===== src/rtl/spi_rx_pkg.sv =====
`default_nettype none
// ============================================================================
// Module      : spi_rx_pkg
// Description : Shared constants and state encoding for the SPI frame
//               receiver (frame geometry, field positions, FSM states).
// Revision    : 1.0 - initial release
// ============================================================================
package spi_rx_pkg;

    localparam int FRAME_BITS = 16;
    localparam int ADDR_W     = 7;
    localparam int DATA_W     = 8;
    localparam int CNT_W      = 5;

    // Field positions inside a completed frame (MSB first on the wire)
    localparam int RW_BIT   = 15;
    localparam int ADDR_MSB = 14;
    localparam int ADDR_LSB = 8;
    localparam int DATA_MSB = 7;
    localparam int DATA_LSB = 0;

    typedef enum logic [1:0] {
        WAIT_IDLE = 2'd0,
        IDLE      = 2'd1,
        SHIFT     = 2'd2
    } state_t;

endpackage : spi_rx_pkg
`default_nettype wire


===== src/rtl/spi_frame_rx_if.sv =====
`default_nettype none
// ============================================================================
// Module      : spi_frame_rx_if
// Description : Valid/ready write-transaction channel from the SPI receiver
//               (master) to the register bank (slave).
// Revision    : 1.0 - initial release
// ============================================================================
interface spi_frame_rx_if;
    import spi_rx_pkg::*;

    logic              wr_valid;
    logic              wr_ready;
    logic [ADDR_W-1:0] wr_addr;
    logic [DATA_W-1:0] wr_data;

    modport master (output wr_valid, output wr_addr, output wr_data, input  wr_ready);
    modport slave  (input  wr_valid, input  wr_addr, input  wr_data, output wr_ready);

endinterface : spi_frame_rx_if
`default_nettype wire


===== src/rtl/pin_sync.sv =====
`default_nettype none
// ============================================================================
// Module      : pin_sync
// Description : STAGES-deep flop chain bringing one asynchronous pin into
//               the clk domain, with a configurable reset value.
// Revision    : 1.0 - initial release
// ============================================================================
module pin_sync #(
    parameter int   STAGES    = 2,
    parameter logic RESET_VAL = 1'b0
) (
    input  wire logic clk,
    input  wire logic rst,
    input  wire logic i_d,
    output logic      o_q
);

    logic [STAGES-1:0] r_chain;

    // Shift the raw pin through the chain; the last stage is the synced value
    always_ff @(posedge clk) begin
        if (rst) begin
            r_chain <= {STAGES{RESET_VAL}};
        end else begin
            r_chain <= {r_chain[STAGES-2:0], i_d};
        end
    end

    assign o_q = r_chain[STAGES-1];

endmodule : pin_sync
`default_nettype wire


===== src/rtl/spi_frame_rx.sv =====
`default_nettype none
// ============================================================================
// Module      : spi_frame_rx
// Description : Synchronizes SCLK/COPI/nCS, assembles 16-bit MSB-first
//               frames, forwards write frames through a one-entry
//               valid/ready buffer, counts malformed frames and flags
//               overruns.
//               Optional feature macro: SPI_FRAME_RX_ADDR_FILTER_EN
//               (drops write frames whose address exceeds MAX_ADDR).
// Revision    : 1.0 - initial release
// ============================================================================
module spi_frame_rx
    import spi_rx_pkg::*;
#(
    parameter int               SYNC_STAGES = 2,
    parameter logic [ADDR_W-1:0] MAX_ADDR   = 7'h04
) (
    input  wire logic           clk,
    input  wire logic           rst,
    input  wire logic           sclk,
    input  wire logic           copi,
    input  wire logic           ncs,
    spi_frame_rx_if.master      wr_if,
    output logic                overrun,
    output logic [7:0]          frame_err_cnt
);

`ifdef SPI_FRAME_RX_ADDR_FILTER_EN
    localparam bit FILTER_EN = 1'b1;
`else
    localparam bit FILTER_EN = 1'b0;
`endif

    // After reset the synchronizers hold their reset values, not the pins;
    // the FSM waits this many cycles so that a low nCS mid-frame is seen.
    localparam int FLUSH_W = $clog2(SYNC_STAGES + 1);

    logic w_sclk_s;
    logic w_copi_s;
    logic w_ncs_s;

    pin_sync #(.STAGES(SYNC_STAGES), .RESET_VAL(1'b0)) u_sync_sclk (
        .clk (clk), .rst (rst), .i_d (sclk), .o_q (w_sclk_s)
    );
    pin_sync #(.STAGES(SYNC_STAGES), .RESET_VAL(1'b0)) u_sync_copi (
        .clk (clk), .rst (rst), .i_d (copi), .o_q (w_copi_s)
    );
    pin_sync #(.STAGES(SYNC_STAGES), .RESET_VAL(1'b1)) u_sync_ncs (
        .clk (clk), .rst (rst), .i_d (ncs), .o_q (w_ncs_s)
    );

    logic                  r_sclk_d;
    logic                  r_ncs_d;
    state_t                r_state;
    logic [FLUSH_W-1:0]    r_flush;
    logic [FRAME_BITS-1:0] r_shift;
    logic [CNT_W-1:0]      r_cnt;

    logic w_sclk_rise;
    logic w_ncs_rise;
    logic w_frame_ok;
    logic w_is_write;
    logic w_addr_ok;
    logic w_accept;

    // History flops for edge detection on the synchronized sclk and ncs
    always_ff @(posedge clk) begin
        if (rst) begin
            r_sclk_d <= 1'b0;
            r_ncs_d  <= 1'b1;
        end else begin
            r_sclk_d <= w_sclk_s;
            r_ncs_d  <= w_ncs_s;
        end
    end

    assign w_sclk_rise = w_sclk_s & ~r_sclk_d;
    assign w_ncs_rise  = w_ncs_s  & ~r_ncs_d;
    assign w_frame_ok  = (r_cnt == CNT_W'(FRAME_BITS));
    assign w_is_write  = r_shift[RW_BIT];
    assign w_addr_ok   = !FILTER_EN || (r_shift[ADDR_MSB:ADDR_LSB] <= MAX_ADDR);
    assign w_accept    = wr_if.wr_valid & wr_if.wr_ready;

    // Frame FSM: capture bits, evaluate on nCS rise, manage the output buffer
    always_ff @(posedge clk) begin
        if (rst) begin
            r_state        <= WAIT_IDLE;
            r_flush        <= '0;
            r_shift        <= '0;
            r_cnt          <= '0;
            wr_if.wr_valid <= 1'b0;
            wr_if.wr_addr  <= '0;
            wr_if.wr_data  <= '0;
            overrun        <= 1'b0;
            frame_err_cnt  <= '0;
        end else begin
            // Consumer handshake; a same-cycle load below overrides this
            if (w_accept) begin
                wr_if.wr_valid <= 1'b0;
            end

            case (r_state)
                WAIT_IDLE: begin
                    if (r_flush != FLUSH_W'(SYNC_STAGES)) begin
                        r_flush <= r_flush + FLUSH_W'(1);
                    end else if (w_ncs_s) begin
                        r_state <= IDLE;
                    end
                end

                IDLE: begin
                    if (!w_ncs_s) begin
                        r_shift <= '0;
                        r_cnt   <= '0;
                        r_state <= SHIFT;
                    end
                end

                SHIFT: begin
                    // The ncs edge takes priority over a coincident sclk edge
                    if (w_ncs_rise) begin
                        r_state <= IDLE;
                        if (!w_frame_ok) begin
                            if (frame_err_cnt != 8'hFF) begin
                                frame_err_cnt <= frame_err_cnt + 8'd1;
                            end
                        end else if (w_is_write && w_addr_ok) begin
                            if (wr_if.wr_valid && !w_accept) begin
                                overrun <= 1'b1;
                            end else begin
                                wr_if.wr_valid <= 1'b1;
                                wr_if.wr_addr  <= r_shift[ADDR_MSB:ADDR_LSB];
                                wr_if.wr_data  <= r_shift[DATA_MSB:DATA_LSB];
                            end
                        end
                    end else if (w_sclk_rise) begin
                        r_shift <= {r_shift[FRAME_BITS-2:0], w_copi_s};
                        if (r_cnt != {CNT_W{1'b1}}) begin
                            r_cnt <= r_cnt + CNT_W'(1);
                        end
                    end
                end

                default: r_state <= WAIT_IDLE;
            endcase
        end
    end

endmodule : spi_frame_rx
`default_nettype wire


===== src/flat_wrapper.sv =====
// flat-port wrapper written by rule: the top's interface ports become plain ports
module spi_frame_rx_flat import spi_rx_pkg::*;
#(
    parameter int               SYNC_STAGES = 2,
    parameter logic [ADDR_W-1:0] MAX_ADDR   = 7'h04
)
  (clk, rst, sclk, copi, ncs, overrun, frame_err_cnt, wr_if_wr_valid, wr_if_wr_addr, wr_if_wr_data, wr_if_wr_ready);
  spi_frame_rx_if wr_if_i ();
  input  wire logic clk;
  input  wire logic rst;
  input  wire logic sclk;
  input  wire logic copi;
  input  wire logic ncs;
  output logic overrun;
  output logic [7:0] frame_err_cnt;
  output wire logic [$bits(wr_if_i.wr_valid)-1:0] wr_if_wr_valid;
  output wire logic [$bits(wr_if_i.wr_addr)-1:0] wr_if_wr_addr;
  output wire logic [$bits(wr_if_i.wr_data)-1:0] wr_if_wr_data;
  input wire logic [$bits(wr_if_i.wr_ready)-1:0] wr_if_wr_ready;
  assign wr_if_wr_valid = wr_if_i.wr_valid;
  assign wr_if_wr_addr = wr_if_i.wr_addr;
  assign wr_if_wr_data = wr_if_i.wr_data;
  assign wr_if_i.wr_ready = wr_if_wr_ready;
  spi_frame_rx #(.SYNC_STAGES(SYNC_STAGES), .MAX_ADDR(MAX_ADDR)) u_core (.clk(clk), .rst(rst), .sclk(sclk), .copi(copi), .ncs(ncs), .wr_if(wr_if_i), .overrun(overrun), .frame_err_cnt(frame_err_cnt));
endmodule

===== config.mk =====
export PLATFORM = sky130hd
export DESIGN_NAME = spi_frame_rx_flat
export DESIGN_NICKNAME = d
export VERILOG_FILES = /design/src/rtl/spi_rx_pkg.sv /design/src/rtl/spi_frame_rx_if.sv /design/src/rtl/pin_sync.sv /design/src/rtl/spi_frame_rx.sv /design/src/flat_wrapper.sv
export SDC_FILE = /design/constraint.sdc
export NUM_CORES = 1
export LEC_CHECK = 0
export ABC_CLOCK_PERIOD_IN_PS = 2300
export BUFFER_PORTS_ARGS = -buffer_cell sky130_fd_sc_hd__buf_2
export CORE_AREA = 2 2 62 93
export CTS_CLUSTER_DIAMETER = 30
export DETAILED_ROUTE_END_ITERATION = 16
export DIE_AREA = 0 0 64 95
export PLACE_DENSITY = 0.65
export SLEW_MARGIN = 20
export SYNTH_ARGS = -nofsm -noshare
export SYNTH_HDL_FRONTEND = slang
export SYNTH_SLANG_ARGS = --single-unit

===== constraint.sdc =====
create_clock -name clk -period 2.3 [get_ports clk]
set_clock_uncertainty 0.05 [all_clocks]
set_input_delay 0 -clock clk [delete_from_list [all_inputs] [get_ports clk]]
set_output_delay 0 -clock clk [all_outputs]
set_load 0.05 [all_outputs]

==> reports/results.txt <==
Inserted Clock Buffers: 9
setup TNS: 0 ns
Port Buf Inserts: 30
worst setup margin: 0.3320 ns
Cells after Synth: 240
top_reg_cell synth: dfxtp_1
H-tree depth: 3
Commonest cells post-synth: dfxtp_1 (58), nor2_1 (27), a21oi_1 (24)
Yosys top cell area share: 0.5107
Sink Count: 58
hold wc startpoint: rst
Site Rows: 33
DIE AREA: 6080 sq um
CTS tree: built
gpl congestion: 0.7686
CP startpoint: u_core.r_cnt[0]
min-delay worst type: input pin to register
post-synthesis cell area: 2273 sq um
synthesized flop and latch total: 58
status: finished, final reports clean
fmax: 0.5081 GHz
biggest area consumer among synthesized cells: dfxtp_1
crit end category: register
Setup Crit Path Kind: register to register
FF-to-FF Start: u_core.r_cnt[0]
Final Hold Vio Count: 0
Root Driver: clkbuf_8
fraction of layout cells with a size suffix above 1: 0.2128
Worst slew margin: 0.3825
worst slack at placement: 0.3182 ns
n_diodes: 0
CP startpoint kind: register
first-pass GRT wire length: 7334 um
total congestion overflow: 0
sequential area share after synthesis: 0.5107
most common cell in the netlist: dfxtp_1
Pre-antenna DRT Iters: 4
fillers: 498
ys async rst share: 0
post-route ant nets: 0
core area: 5326 sq um
Post-synth EDFFs: 0
via count: 1,782
RSZ-0062 raised after global routing: no
Peak supply drop: 0.3911 mV
Area Overhead vs Synth: 19.32%
Synth Net Count: 251
LEAKAGE: 1.181 nW
Cell Pwr Density: 762.4 nW/um^2
final wirelength: 4259 um
Worst-path clk slew: 0.07 ns
synth top area cells: dfxtp_1 (51%), mux2i_1 (8.4%), a21oi_1 (5.3%), nand3_1 (4.8%), nor2_1 (4.5%)
Post-CTS Resized: 0
CP arrival: 2.10 ns
initial drt markers: 53
Max-Cap Viols: 0
drt drc: 0
Syn. warnings: 0
Worst-Skew Late Latency: 0.33 ns
io pins: 31
flop2flop setup slack: 0.33 ns
initial antenna violation count: 0
final number of setup-violating endpoints: 0
Min Hold Slack: 0.2436 ns
DR WL/cell: 12.10 um
max-slew violation count: 0
Synth cell types: 37
worst slew pin tran: 0.9262 ns
Mean Syn Cell Area: 9.473 sq um
Initial Util: 0.4268
post-DP HPWL: 2810 um
Crit Path Max Fanout: 15
Final period util: 0.8556
largest net degree at the start of global routing: 54
vias in the first global route: 1,661
die height: 95 um
Die X-Extent: 64 um
Worst Path Required: 2.43 ns
Clock Tree Buf Depth: 2
Final min period: 1.968 ns
Via density: 5.063
Final #Nets: 288
GRT Total Usage: 0.1553
-- kinds of logic after synthesis --
kind of cell	synth area share
mux	0.08365
buf+inv	0.03577
xor+xnor	0.01541
fa+ha+maj	0.02752
flops	0.5107
compound gates	0.09577
simple gates	0.2311
-- cell type report --
cell class	instances	area, sq um	area share
Clock buffer	9	123.9	0.04566
Clock inverter	7	70.07	0.02583
Timing Repair Buffer	38	220.2	0.08118
Tap cell	70	87.58	0.03229
Sequential cell	58	1161	0.4280
Inverter	5	18.77	0.006919
Multi-Input combinational cell	165	1031	0.3801
-- critical path: stages (launching register included) --
cell and delay [ns]:
dfxtp_1 0.32, inv_1 0.09, ha_1 0.17, and4bb_2 0.25
nand4_2 0.54, mux2i_1 0.34, nor2_1 0.06
-- report_power, final --
group | switching (mW) | internal (mW) | total [mW]
Sequential | 0.0181 | 1.03 | 1.05
Combinational | 0.0635 | 0.0573 | 0.121
Clock | 0.403 | 0.495 | 0.897
Total | 0.484 | 1.58 | 2.07
-- routing by layer --
layer	vias to the layer above	track usage	wire (um)	share of wire
li1	908	-	-	-
met1	821	0.1704	1877	0.44
met2	46	0.2656	2107	0.49
met3	7	0.04529	200	0.047
met4	0	0.08696	73	0.017
met5	-	0	0	0
-- placed cells by master (no fill, tap or decap), types with 2 or more instances in the layout --
master,Yosys,layout
and3_1,2,2
clkinv_2,0,2
buf_4,2,4
buf_2,2,30
nor2_1,27,27
nand4_1,3,3
o21ai_0,3,3
or3_1,3,3
xor2_1,3,3
and4bb_2,2,2
nand2b_1,2,2
dfxtp_1,58,58
o31ai_1,3,3
inv_1,5,5
nand3_1,22,22
clkbuf_8,0,9
nand2_1,18,18
ha_1,5,5
nor2b_1,8,8
mux2i_1,19,19
nor3_1,3,3
a21oi_1,24,24
clkinvlp_4,0,4
or2_2,3,3
dlygate4sd3_1,0,4
or4_1,3,3
-- flip-flops by register name, indices dropped and copies added (netlist names), 2 cells and up --
register                    count
u_core.r_shift                 16
u_core.frame_err_cnt            8
u_core.wr_if.wr_data            8
u_core.wr_if.wr_addr            7
u_core.r_cnt                    5
u_core.r_flush                  2
u_core.r_state                  2
u_core.u_sync_copi.r_chain      2
u_core.u_sync_ncs.r_chain       2
u_core.u_sync_sclk.r_chain      2
-- worst paths after layout --
path | to | cells past startpoint
setup / recovery | u_core.wr_if.wr_addr[2] | 6
hold / removal | u_core.r_cnt[0] | 2
hold reg to reg | u_core.u_sync_ncs.r_chain[1] | 1
setup reg to reg | u_core.wr_if.wr_addr[2] | 6
-- metrics by stage --
stage	instances	total power, mW	util	instance area [sq um]
global route	352	2.158	0.5093	2713
global placement	332	1.186	0.4654	2479
floorplan	240	1.165	-	2273
CTS	352	2.096	0.5093	2713
finish	352	2.068	0.5093	2713
detailed placement	332	1.189	0.4654	2479
-- what timing repair did --
action                                 in CTS  in global routing
buffers inserted                            0                  0
hold buffers                                4                  0
endpoints found under the hold margin       4                  0
Power figures use the tool's default switching activity.
